$ cat src/rtl/wb_arb_pkg.sv
// Shared encodings for the two-master Wishbone round-robin arbiter:
// FSM state codes and one-hot grant values.
package wb_arb_pkg;

    localparam logic [1:0] IDLE = 2'd0;
    localparam logic [1:0] OWN0 = 2'd1;
    localparam logic [1:0] OWN1 = 2'd2;

    localparam logic [1:0] GNT_NONE = 2'b00;
    localparam logic [1:0] GNT_M0   = 2'b01;
    localparam logic [1:0] GNT_M1   = 2'b10;

endpackage

$ cat src/rtl/wb_arb_timeout.sv
// Stalled-strobe watchdog for the arbiter; counts owner cycles with stb high
// and no ack/err, and flags expiry on the TIMEOUT_CYCLES-th such cycle.
module wb_arb_timeout #(
    parameter int TIMEOUT_CYCLES = 255
) (
    input  logic clk,
    input  logic rst,
    input  logic own,
    input  logic stb,
    input  logic ack,
    input  logic err,
    output logic clear,
    output logic expire
);

    localparam int CW = $clog2(TIMEOUT_CYCLES + 1);

    logic [CW-1:0] cnt;

    assign clear  = ~own | ~stb | ack | err;
    assign expire = ~clear & (cnt == CW'(TIMEOUT_CYCLES - 1));

    always_ff @(posedge clk or posedge rst) begin
        if (rst) begin
            cnt <= '0;
        end else if (clear || expire) begin
            cnt <= '0;
        end else begin
            cnt <= cnt + CW'(1);
        end
    end

endmodule

$ cat src/rtl/wb_rr_arbiter2.sv
// Two-master Wishbone B3 classic round-robin arbiter, grant held per CYC.
// Optional stalled-strobe timeout enabled by defining WB_ARB_TIMEOUT_EN.
module wb_rr_arbiter2 #(
    parameter int AW             = 32,
    parameter int DW             = 32,
    parameter int TIMEOUT_CYCLES = 255
) (
    input  logic              wb_clk_i,
    input  logic              wb_rst_i,
    input  logic [AW-1:0]     m0_adr_i,
    input  logic [DW-1:0]     m0_dat_i,
    input  logic [DW/8-1:0]   m0_sel_i,
    input  logic              m0_we_i,
    input  logic              m0_cyc_i,
    input  logic              m0_stb_i,
    output logic [DW-1:0]     m0_dat_o,
    output logic              m0_ack_o,
    output logic              m0_err_o,
    input  logic [AW-1:0]     m1_adr_i,
    input  logic [DW-1:0]     m1_dat_i,
    input  logic [DW/8-1:0]   m1_sel_i,
    input  logic              m1_we_i,
    input  logic              m1_cyc_i,
    input  logic              m1_stb_i,
    output logic [DW-1:0]     m1_dat_o,
    output logic              m1_ack_o,
    output logic              m1_err_o,
    output logic [AW-1:0]     s_adr_o,
    output logic [DW-1:0]     s_dat_o,
    output logic [DW/8-1:0]   s_sel_o,
    output logic              s_we_o,
    output logic              s_cyc_o,
    output logic              s_stb_o,
    input  logic [DW-1:0]     s_dat_i,
    input  logic              s_ack_i,
    input  logic              s_err_i,
    output logic [1:0]        grant_o
);

    import wb_arb_pkg::*;

    logic [1:0] state, state_nxt;
    logic       ptr, ptr_nxt;
    logic       own0, own1;
    logic       req0, req1;
    logic       expire;

    assign own0 = (state == OWN0);
    assign own1 = (state == OWN1);

`ifdef WB_ARB_TIMEOUT_EN
    logic hold0, hold1;
    logic unused_to_clear;

    wb_arb_timeout #(
        .TIMEOUT_CYCLES(TIMEOUT_CYCLES)
    ) u_timeout (
        .clk    (wb_clk_i),
        .rst    (wb_rst_i),
        .own    (own0 | own1),
        .stb    (own1 ? m1_stb_i : m0_stb_i),
        .ack    (s_ack_i),
        .err    (s_err_i),
        .clear  (unused_to_clear),
        .expire (expire)
    );

    // A timed-out master is ignored until it has dropped cyc for a cycle
    always_ff @(posedge wb_clk_i or posedge wb_rst_i) begin
        if (wb_rst_i) begin
            hold0 <= 1'b0;
            hold1 <= 1'b0;
        end else begin
            hold0 <= (expire & own0) | (hold0 & m0_cyc_i);
            hold1 <= (expire & own1) | (hold1 & m1_cyc_i);
        end
    end

    assign req0 = m0_cyc_i & ~hold0;
    assign req1 = m1_cyc_i & ~hold1;
`else
    logic unused_timeout;

    assign unused_timeout = TIMEOUT_CYCLES[0];
    assign expire         = 1'b0;
    assign req0           = m0_cyc_i;
    assign req1           = m1_cyc_i;
`endif

    // ptr=0 favours m0, ptr=1 favours m1
    always_comb begin
        state_nxt = state;
        ptr_nxt   = ptr;
        unique case (state)
            IDLE: begin
                if (req0 && (!req1 || !ptr)) begin
                    state_nxt = OWN0;
                end else if (req1) begin
                    state_nxt = OWN1;
                end
            end
            OWN0: begin
                if (!m0_cyc_i || expire) begin
                    state_nxt = IDLE;
                    ptr_nxt   = 1'b1;
                end
            end
            OWN1: begin
                if (!m1_cyc_i || expire) begin
                    state_nxt = IDLE;
                    ptr_nxt   = 1'b0;
                end
            end
            default: begin
                state_nxt = IDLE;
            end
        endcase
    end

    always_ff @(posedge wb_clk_i or posedge wb_rst_i) begin
        if (wb_rst_i) begin
            state <= IDLE;
            ptr   <= 1'b0;
        end else begin
            state <= state_nxt;
            ptr   <= ptr_nxt;
        end
    end

    assign s_adr_o = own1 ? m1_adr_i : m0_adr_i;
    assign s_dat_o = own1 ? m1_dat_i : m0_dat_i;
    assign s_sel_o = own1 ? m1_sel_i : m0_sel_i;
    assign s_we_o  = (own0 & m0_we_i) | (own1 & m1_we_i);

    assign s_cyc_o = ((own0 & m0_cyc_i) | (own1 & m1_cyc_i)) & ~expire;
    assign s_stb_o = ((own0 & m0_stb_i) | (own1 & m1_stb_i)) & ~expire;

    assign m0_dat_o = s_dat_i;
    assign m1_dat_o = s_dat_i;
    assign m0_ack_o = own0 & s_ack_i;
    assign m1_ack_o = own1 & s_ack_i;
    assign m0_err_o = own0 & (s_err_i | expire);
    assign m1_err_o = own1 & (s_err_i | expire);

    assign grant_o = own0 ? GNT_M0 : (own1 ? GNT_M1 : GNT_NONE);

endmodule

$ cat config.mk
export PLATFORM = sky130hd
export DESIGN_NAME = wb_rr_arbiter2
export DESIGN_NICKNAME = d
export VERILOG_FILES = /design/src/rtl/wb_arb_pkg.sv /design/src/rtl/wb_arb_timeout.sv /design/src/rtl/wb_rr_arbiter2.sv
export SDC_FILE = /design/constraint.sdc
export NUM_CORES = 1
export LEC_CHECK = 0
export CAP_MARGIN = 25
export CORE_AREA = 2 2 122 124
export CTS_CLUSTER_DIAMETER = 80
export DETAILED_ROUTE_END_ITERATION = 12
export DIE_AREA = 0 0 124 126
export GPL_ROUTABILITY_DRIVEN = 0
export PLACE_DENSITY = 0.57
export SETUP_SLACK_MARGIN = 0.05
export SKIP_CTS_REPAIR_TIMING = 1
export SYNTH_ARGS = -nofsm -noshare
export SYNTH_HDL_FRONTEND = slang
export SYNTH_SLANG_ARGS = --single-unit
$ cat constraint.sdc
create_clock -name wb_clk_i -period 1.7 [get_ports wb_clk_i]
set_input_delay 0.51 -clock wb_clk_i [delete_from_list [all_inputs] [get_ports wb_clk_i]]
set_output_delay 0.51 -clock wb_clk_i [all_outputs]
set_load 0.1 [all_outputs]
# After elaboration in Yosys (flattened, before gate mapping)
# Cells that the tools add are included.
# totals
regBits	3
output_inout_bits	141
# op_classes
bitwise	13
n_eq_ne	5
n_mux	13
n_reduce_logical	8
# op_table
operator	n
$mux 32	2
$mux 2	6
$and 1x1->1	10
$pmux 2 s3	1
$reduce_and 3->1	2
$mux 4	1
$ne 2x2->1 const B	2
$ne 3x3->1 const B	1
$or 1x1->1	3
$eq 2x1->1 const B	1
$eq 2x2->1 const B	1
$logic_not 1->1	2
$logic_not 2->1	1
$mux 1	2
$pmux 1 s2	1
$reduce_bool 2->1	1
$logic_and 1x1->1	1
$logic_or 1x1->1	1

# Longest topological paths before layout
# Gate-level depths: netlist of run 1.
# depth
ltp_word	5
depth_mapped	4
ltp_nobuf	2

# Worst setup path after synthesis of run 1
# Ideal clock, no wire load.
# synth_timing
kind	in2out
startpoint	input m0_cyc_i
endpoint	output s_cyc_o
arrival_ns	2.138
path_buffers	0
slack_ns	-0.948
stages	2
path_cell_list	nand2b_1 -> mux2i_1
# synth_via
elab_chain_len	2
# synth_lines
element	line_no	source
start: declaration	wb_rr_arbiter2.sv:14	input logic m0_cyc_i,
$and 1x1->1	wb_rr_arbiter2.sv:135	assign s_cyc_o = ((own0 & m0_cyc_i) | (own1 & m1_cyc_i)) & ~expire;
$or 1x1->1	wb_rr_arbiter2.sv:135	
end: declaration	wb_rr_arbiter2.sv:32	output logic s_cyc_o,
# Every way passes these cells.

# Worst setup path in the final report of run 1
# layout_timing
startpoint	register state[0]
endpoint	output s_dat_o[25]
# layout_via
elab_chain_len	2
# layout_lines
element	line_no	source
start: declaration	wb_rr_arbiter2.sv:42	logic [1:0] state, state_nxt;
start signal: assignment	wb_rr_arbiter2.sv:125	state <= state_nxt;
$eq 2x2->1	wb_rr_arbiter2.sv:49	assign own1 = (state == OWN1);
$mux 32	wb_rr_arbiter2.sv:131	assign s_dat_o = own1 ? m1_dat_i : m0_dat_i;
end: declaration	wb_rr_arbiter2.sv:29	output logic [DW-1:0] s_dat_o,
# Every way passes these cells.

==> impl_metrics.csv, run 1 <==
group,metric,value,unit
synth,ys.warnings.count,0,
synth,yosys.area.top_type_share,52.5,%
cells_and_area,area_growth,158,%
synth,synth-main-ff-cell,"dfrtp_1",
die,ios,319,
worst_setup_path,start_kind,"flip-flop",
die,die-area,15600,sq um
clocking,cts_tree,"yes",
synth,ys_seq_elements,3,
clocking,root_buffer,"clkbuf_16",
synth,synth_area,1860,sq um
power_and_ir_drop,powerDensity,1140,nW/um^2
route,drtIter0Drc,26,
worst_setup_path,cp.required,1.19,ns
timing,period_minus_slack,2.14,ns
synth,ys_seq_area_share,4.04,%
global_routing,grt_max_degree,17,
power_and_ir_drop,clkPwrFrac,6.9,%
worst_setup_path,cp_max_fo,16,
cells_and_area,n_antenna_cell,0,
synth,syn_inst,162,
power_and_ir_drop,ir_drop,0.000789,V
timing,hold_ws,0.463,ns
worst_setup_path,worstPathArrival,1.63,ns
synth,async_flop_share,100,%
timing,rsz0062_at_grt,"true",
synth,syn_nets,340,
route,firstDrtPassIters,2,
global_routing,grtUsageTotal,9.19,%
worst_setup_path,crit_path_end_kind,"primary output",
die,core,14300,sq um
route,wl_per_cell,15.7,um
placed_design,dpl_cell_area,4660,sq um
cells_and_area,layoutNonFillerInstCount,519,
clocking,cts_buffer_depth,2,
synth,synth_area_leaders,"mux2_4 53%, buf_4 26%, buf_12 8.6%",
flow_run,cap_violations,0,
placed_design,hpwl,6.91,mm
die,die_x,124,um
power_and_ir_drop,p_int,2.49,mW
timing,slew_violations,0,
timing,setup_viol,77,
cells_and_area,fill_cells,1410,
synth,synthTopCellsByCount,"65 x buf_4, 65 x mux2_4, 8 x buf_12",
route,route.detailed.drc,0,
global_routing,grt_pass1_vias,1955,
synth,yosysTopAreaCell,"mux2_4",
global_routing,grt_pass1_wl,11.1,mm
global_routing,antenna_found_initial,0,
clocking,htree_levels,1,
power_and_ir_drop,power.net_switching,2.95,mW
placed_design,port_buffers,222,
power_and_ir_drop,swShare,54.2,%
synth,synthDistinctLibCells,18,
min_path,hold_class,"in -> async",
synth,syn_avg_cell_area,11.5,sq um
route,vias_per_cell,3.42,
timing,finalClockSkew,0.00142,ns
route,wl,8.14,mm
timing,hold_viol,0,
power_and_ir_drop,comb_power_share,91.0,%
clocking,clk_pin_slew,0.03,ns
die,die_h,126,um
cells_and_area,drive_above_1_share,53.7,%
power_and_ir_drop,power_leakage,2.07,nW
timing,relSlewSlack,89.4,%
route,ant_nets,0,
cells_and_area,nNetsFinal,514,
timing,tightest_slew,0.155,ns
placed_design,dp.cells,511,
die,rows,44,
timing,finalCritPeriodShare,126,%
worst_setup_path,worstSetupPathType,"reg -> out",
cells_and_area,final_area,4790,sq um
status,status,"finished, violations left",
route,vias,1776,
status,violations,"negative setup slack",
clocking,clk_latency,0.22,ns
global_routing,grt_remaining_overflow,0,
timing,setup_ws,-0.439,ns
die,start_util,13.0,%
clocking,numCtsBuffers,3,
clocking,clock-sinks,3,
power_and_ir_drop,p_seq_share,2.1,%
synth,synth_edf_count,0,
timing,clock.fmax,467,MHz
## per-stage QoR
| stage | setup slack (ns) | power (mW) | utilization (%) | TNS (ns) |
|---|---|---|---|---|
| 6_report | -0.439 | 5.45 | 33.4 | -29.88 |
| 5_1_grt | -0.507 | 5.59 | 33.4 | -34.84 |
| 4_1_cts | -0.474 | 5.46 | 33.1 | -32.68 |
| 3_5_place_dp | -0.295 | 5.06 | 32.6 | -15.64 |
| 3_3_place_gp | -0.281 | 5.04 | 32.6 | -15.15 |
| 2_1_floorplan | -0.204 | 3.99 | - | -9.42 |
## state kept, by name (all words and copies together), names as in the netlist
name / count
ptr: 1
state: 2
## logic make-up after synthesis
group / Yosys count / synth area share [%]
muxes: 69 / 54.9
buffers and inverters: 74 / 35.1
and+or+nand+nor: 10 / 3.50
DFF: 3 / 4.04
AOI/OAI and AO/OA: 6 / 2.49
## area by class of cell
| type | instances | area, sq um | area share (%) |
|---|---|---|---|
| clock buffer | 4 | 78.8 | 1.65 |
| sequential | 3 | 76.3 | 1.59 |
| tap | 184 | 230 | 4.81 |
| inverter | 1 | 3.75 | 0.0784 |
| timing repair buffer | 242 | 3210 | 67.1 |
| multi-input combinational | 85 | 1190 | 24.8 |
## power by group through the flow
stage / clock network [mW] / logic [mW] / registers (mW)
after floorplan: 0 / 3.87 / 0.118
after global placement: 0 / 4.93 / 0.112
after detailed placement: 0 / 4.95 / 0.113
after CTS: 0.381 / 4.96 / 0.113
after global routing: 0.389 / 5.08 / 0.117
final: 0.377 / 4.96 / 0.114
## per-layer routing
metal / vias to the layer above / part of all wire, % / track usage (%)
met1: 804 / 31 / 8.51
met2: 120 / 55 / 19.3
li1: 836 / - / -
met4: 0 / 1.0 / 1.72
met5: - / 0 / 0
met3: 16 / 13 / 2.49
## layout by cell type, fill, tap and decap left out, drive strengths merged
| cell | instances |
|---|---|
| a21oi | 1 |
| a22o | 3 |
| and2 | 4 |
| and2b | 1 |
| buf | 97 |
| clkbuf | 4 |
| clkdlybuf4s50 | 143 |
| dfrtp | 3 |
| dlymetal6s2s | 2 |
| inv | 1 |
| mux2 | 68 |
| mux2i | 1 |
| nand2 | 1 |
| nand2b | 1 |
| nor2b | 2 |
| o21a | 1 |
| o21bai | 1 |
| or2b | 1 |
## worst paths after layout
kind                            startpoint           to  slack [ns]  cells after the start
min in group wb_clk_i                  ptr     state[0]        0.50                      1
worst min register to register         ptr     state[0]        0.50                      1
worst min-delay path              wb_rst_i          ptr        0.46                      2
worst max-delay path              state[0]  s_dat_o[25]       -0.44                      5
worst max register to register    state[1]     state[1]        0.62                      4
max in group asynchronous         wb_rst_i     state[0]        1.09                      2
## worst max-delay path: stages, from the launching register on
cell and delay [ns]:
dfrtp_2 0.41, nor2b_4 0.13, buf_12 0.18, buf_12 0.17, mux2_4 0.33, buf_12 0.17
No activity file was read; power rests on OpenSTA's default activity.
==> inputs of run 2 (changes only) <==
--- a/config.mk
+++ b/config.mk
@@ -6,12 +6,13 @@
 export NUM_CORES = 1
 export LEC_CHECK = 0
 export CAP_MARGIN = 25
-export CORE_AREA = 2 2 122 124
+export CORE_AREA = 2 2 125 127
 export CTS_CLUSTER_DIAMETER = 80
 export DETAILED_ROUTE_END_ITERATION = 12
-export DIE_AREA = 0 0 124 126
+export DIE_AREA = 0 0 127 129
+export DONT_BUFFER_PORTS = 1
 export GPL_ROUTABILITY_DRIVEN = 0
-export PLACE_DENSITY = 0.57
+export PLACE_DENSITY = 0.3
 export SETUP_SLACK_MARGIN = 0.05
 export SKIP_CTS_REPAIR_TIMING = 1
 export SYNTH_ARGS = -nofsm -noshare
==> impl_metrics.csv, run 2 (synthesis results as in run 1) <==
group,metric,value,unit
status,status,"finished, violations left",
timing,relSlewSlack,78.0,%
timing,setup_viol,77,
power_and_ir_drop,p_seq_share,2.8,%
clocking,htree_levels,1,
power_and_ir_drop,p_int,1.31,mW
placed_design,dp.cells,292,
route,route.detailed.drc,0,
worst_setup_path,worstSetupPathType,"reg -> out",
cells_and_area,final_cell_mix,"68 x mux2_4, 12 x buf_12, 6 x clkbuf_16",
die,die_x,127,um
clocking,cts_buffer_depth,2,
worst_setup_path,worstSetupPathDepth,4,
global_routing,grtUsageTotal,4.06,%
worst_setup_path,path_buf_inv,2,
die,rows,45,
power_and_ir_drop,power_leakage,0.858,nW
cells_and_area,area_growth,7.88,%
timing,finalCritPeriodShare,124,%
cells_and_area,layout_commonest_cell,"mux2_4",
worst_setup_path,reg2regPathDepth,5,
worst_setup_path,worstPathArrival,1.59,ns
power_and_ir_drop,ir_drop,0.000641,V
global_routing,grt_pass1_wl,4.98,mm
die,core,15000,sq um
timing,hold_viol,0,
route,vias_per_cell,3.13,
timing,tightest_slew,0.331,ns
min_path,hold_class,"in -> async",
clocking,clk_pin_slew,0.03,ns
worst_setup_path,cp_top_family,"multiplexers",
power_and_ir_drop,powerDensity,1990,nW/um^2
timing,hold_ws,0.0476,ns
die,die_h,129,um
global_routing,antenna_found_initial,0,
timing,finalClockSkew,0.000331,ns
route,ant_nets,0,
die,start_util,12.4,%
clocking,root_buffer,"clkbuf_16",
placed_design,post-place-ws,-0.251,ns
worst_setup_path,cp_max_fo,13,
clocking,clock-sinks,3,
timing,rsz0062_at_grt,"true",
cells_and_area,largest_register_ffs,2,
worst_setup_path,crit_path_cell_trace,"nor2b_4, buf_6, buf_12, mux2_4",
route,wl_per_cell,17.0,um
worst_setup_path,crit_slowest_cell,"mux2_4",
cells_and_area,multiInputGateArea,1200,sq um
route,vias,957,
cells_and_area,layoutNonFillerInstCount,306,
clocking,clk_latency,0.22,ns
worst_setup_path,max_stage_delay,0.45,ns
placed_design,port_buffers,0,
route,firstDrtPassIters,4,
cells_and_area,fin_util,13.4,%
worst_setup_path,start_kind,"flip-flop",
power_and_ir_drop,clkPwrFrac,9.2,%
clocking,cts_tree,"yes",
cells_and_area,n_antenna_cell,0,
cells_and_area,drive_above_1_share,90.7,%
clocking,numCtsBuffers,3,
worst_setup_path,crit_path_end_kind,"primary output",
timing,slew_violations,0,
placed_design,hpwl,4.07,mm
cells_and_area,max_flop_register,"state",
status,violations,"negative setup slack",
timing,setup_ws,-0.404,ns
cells_and_area,seqCellArea,76.3,sq um
cells_and_area,reg.largest.list,"state: 2 flops, ptr: 1 flops",
worst_setup_path,cp.required,1.19,ns
power_and_ir_drop,power.net_switching,2.68,mW
global_routing,grt_remaining_overflow,0,
route,wl,5.19,mm
global_routing,grt_max_degree,43,
flow_run,cap_violations,0,
cells_and_area,nNetsFinal,297,
power_and_ir_drop,swShare,67.2,%
cells_and_area,fill_cells,1691,
timing,period_minus_slack,2.10,ns
die,die-area,16400,sq um
power_and_ir_drop,comb_power_share,88.0,%
global_routing,grt_pass1_vias,792,
timing,clock.fmax,475,MHz
route,drtIter0Drc,16,
die,ios,319,
run 2: cell types whose count changed in the layout (fill, tap and decap cells not counted), sizes merged:
| cell | delta |
|---|---|
| clkdlybuf4s50 | -143 |
| buf | -75 |
| clkbuf | +3 |
| dlymetal6s2s | -2 |
run 2: cell type report:
type                            instances  area share, %
Multi-Input combinational cell         85           59.7
Clock buffer                            4           3.93
Sequential cell                         3           3.81
Tap cell                              188           11.7
Timing Repair Buffer                   25           20.6
Inverter                                1          0.187
run 2: power by group through the flow:
stage	Sequential, mW	Combinational, mW	Clock (mW)
6_report	0.114	3.52	0.367
5_1_grt	0.116	3.58	0.381
4_1_cts	0.113	3.29	0.376
3_5_place_dp	0.114	3.29	0
3_3_place_gp	0.113	3.29	0
2_1_floorplan	0.118	3.87	0
run 2: per-stage QoR:
stage                     power [mW]  setup TNS, ns  area (sq um)
final                           4.00         -26.75          2000
after global routing            4.08         -29.92          2000
after CTS                       3.78         -29.76          1800
after detailed placement        3.41         -11.89          1720
after global placement          3.40         -11.22          1720
after floorplan                 3.99          -9.42          1910
run 2: worst register-to-register path, cell delays in order, from the launching register on:
cell and delay [ns]:
dfrtp_1 0.37, buf_4 0.14, buf_6 0.11, nand2b_4 0.14, buf_4 0.13, o21a_1 0.15
run 2: per-layer routing:
metal | share of wire [%] | global-route usage (%) | vias to the layer above
li1 | - | - | 403
met3 | 12 | 1.58 | 5
met2 | 53 | 8.19 | 105
met4 | 0.27 | 0.582 | 0
met1 | 35 | 3.97 | 444
met5 | 0 | 0 | -
run 2: worst paths after layout:
path                       startpoint         end  slack [ns]
max                          state[0]  s_adr_o[8]       -0.40
min                          wb_rst_i    state[0]        0.05
min reg2reg                       ptr    state[0]        0.50
max reg2reg                  state[1]    state[1]        0.54
min in group wb_clk_i             ptr    state[0]        0.50
max in group asynchronous    wb_rst_i    state[0]        1.51
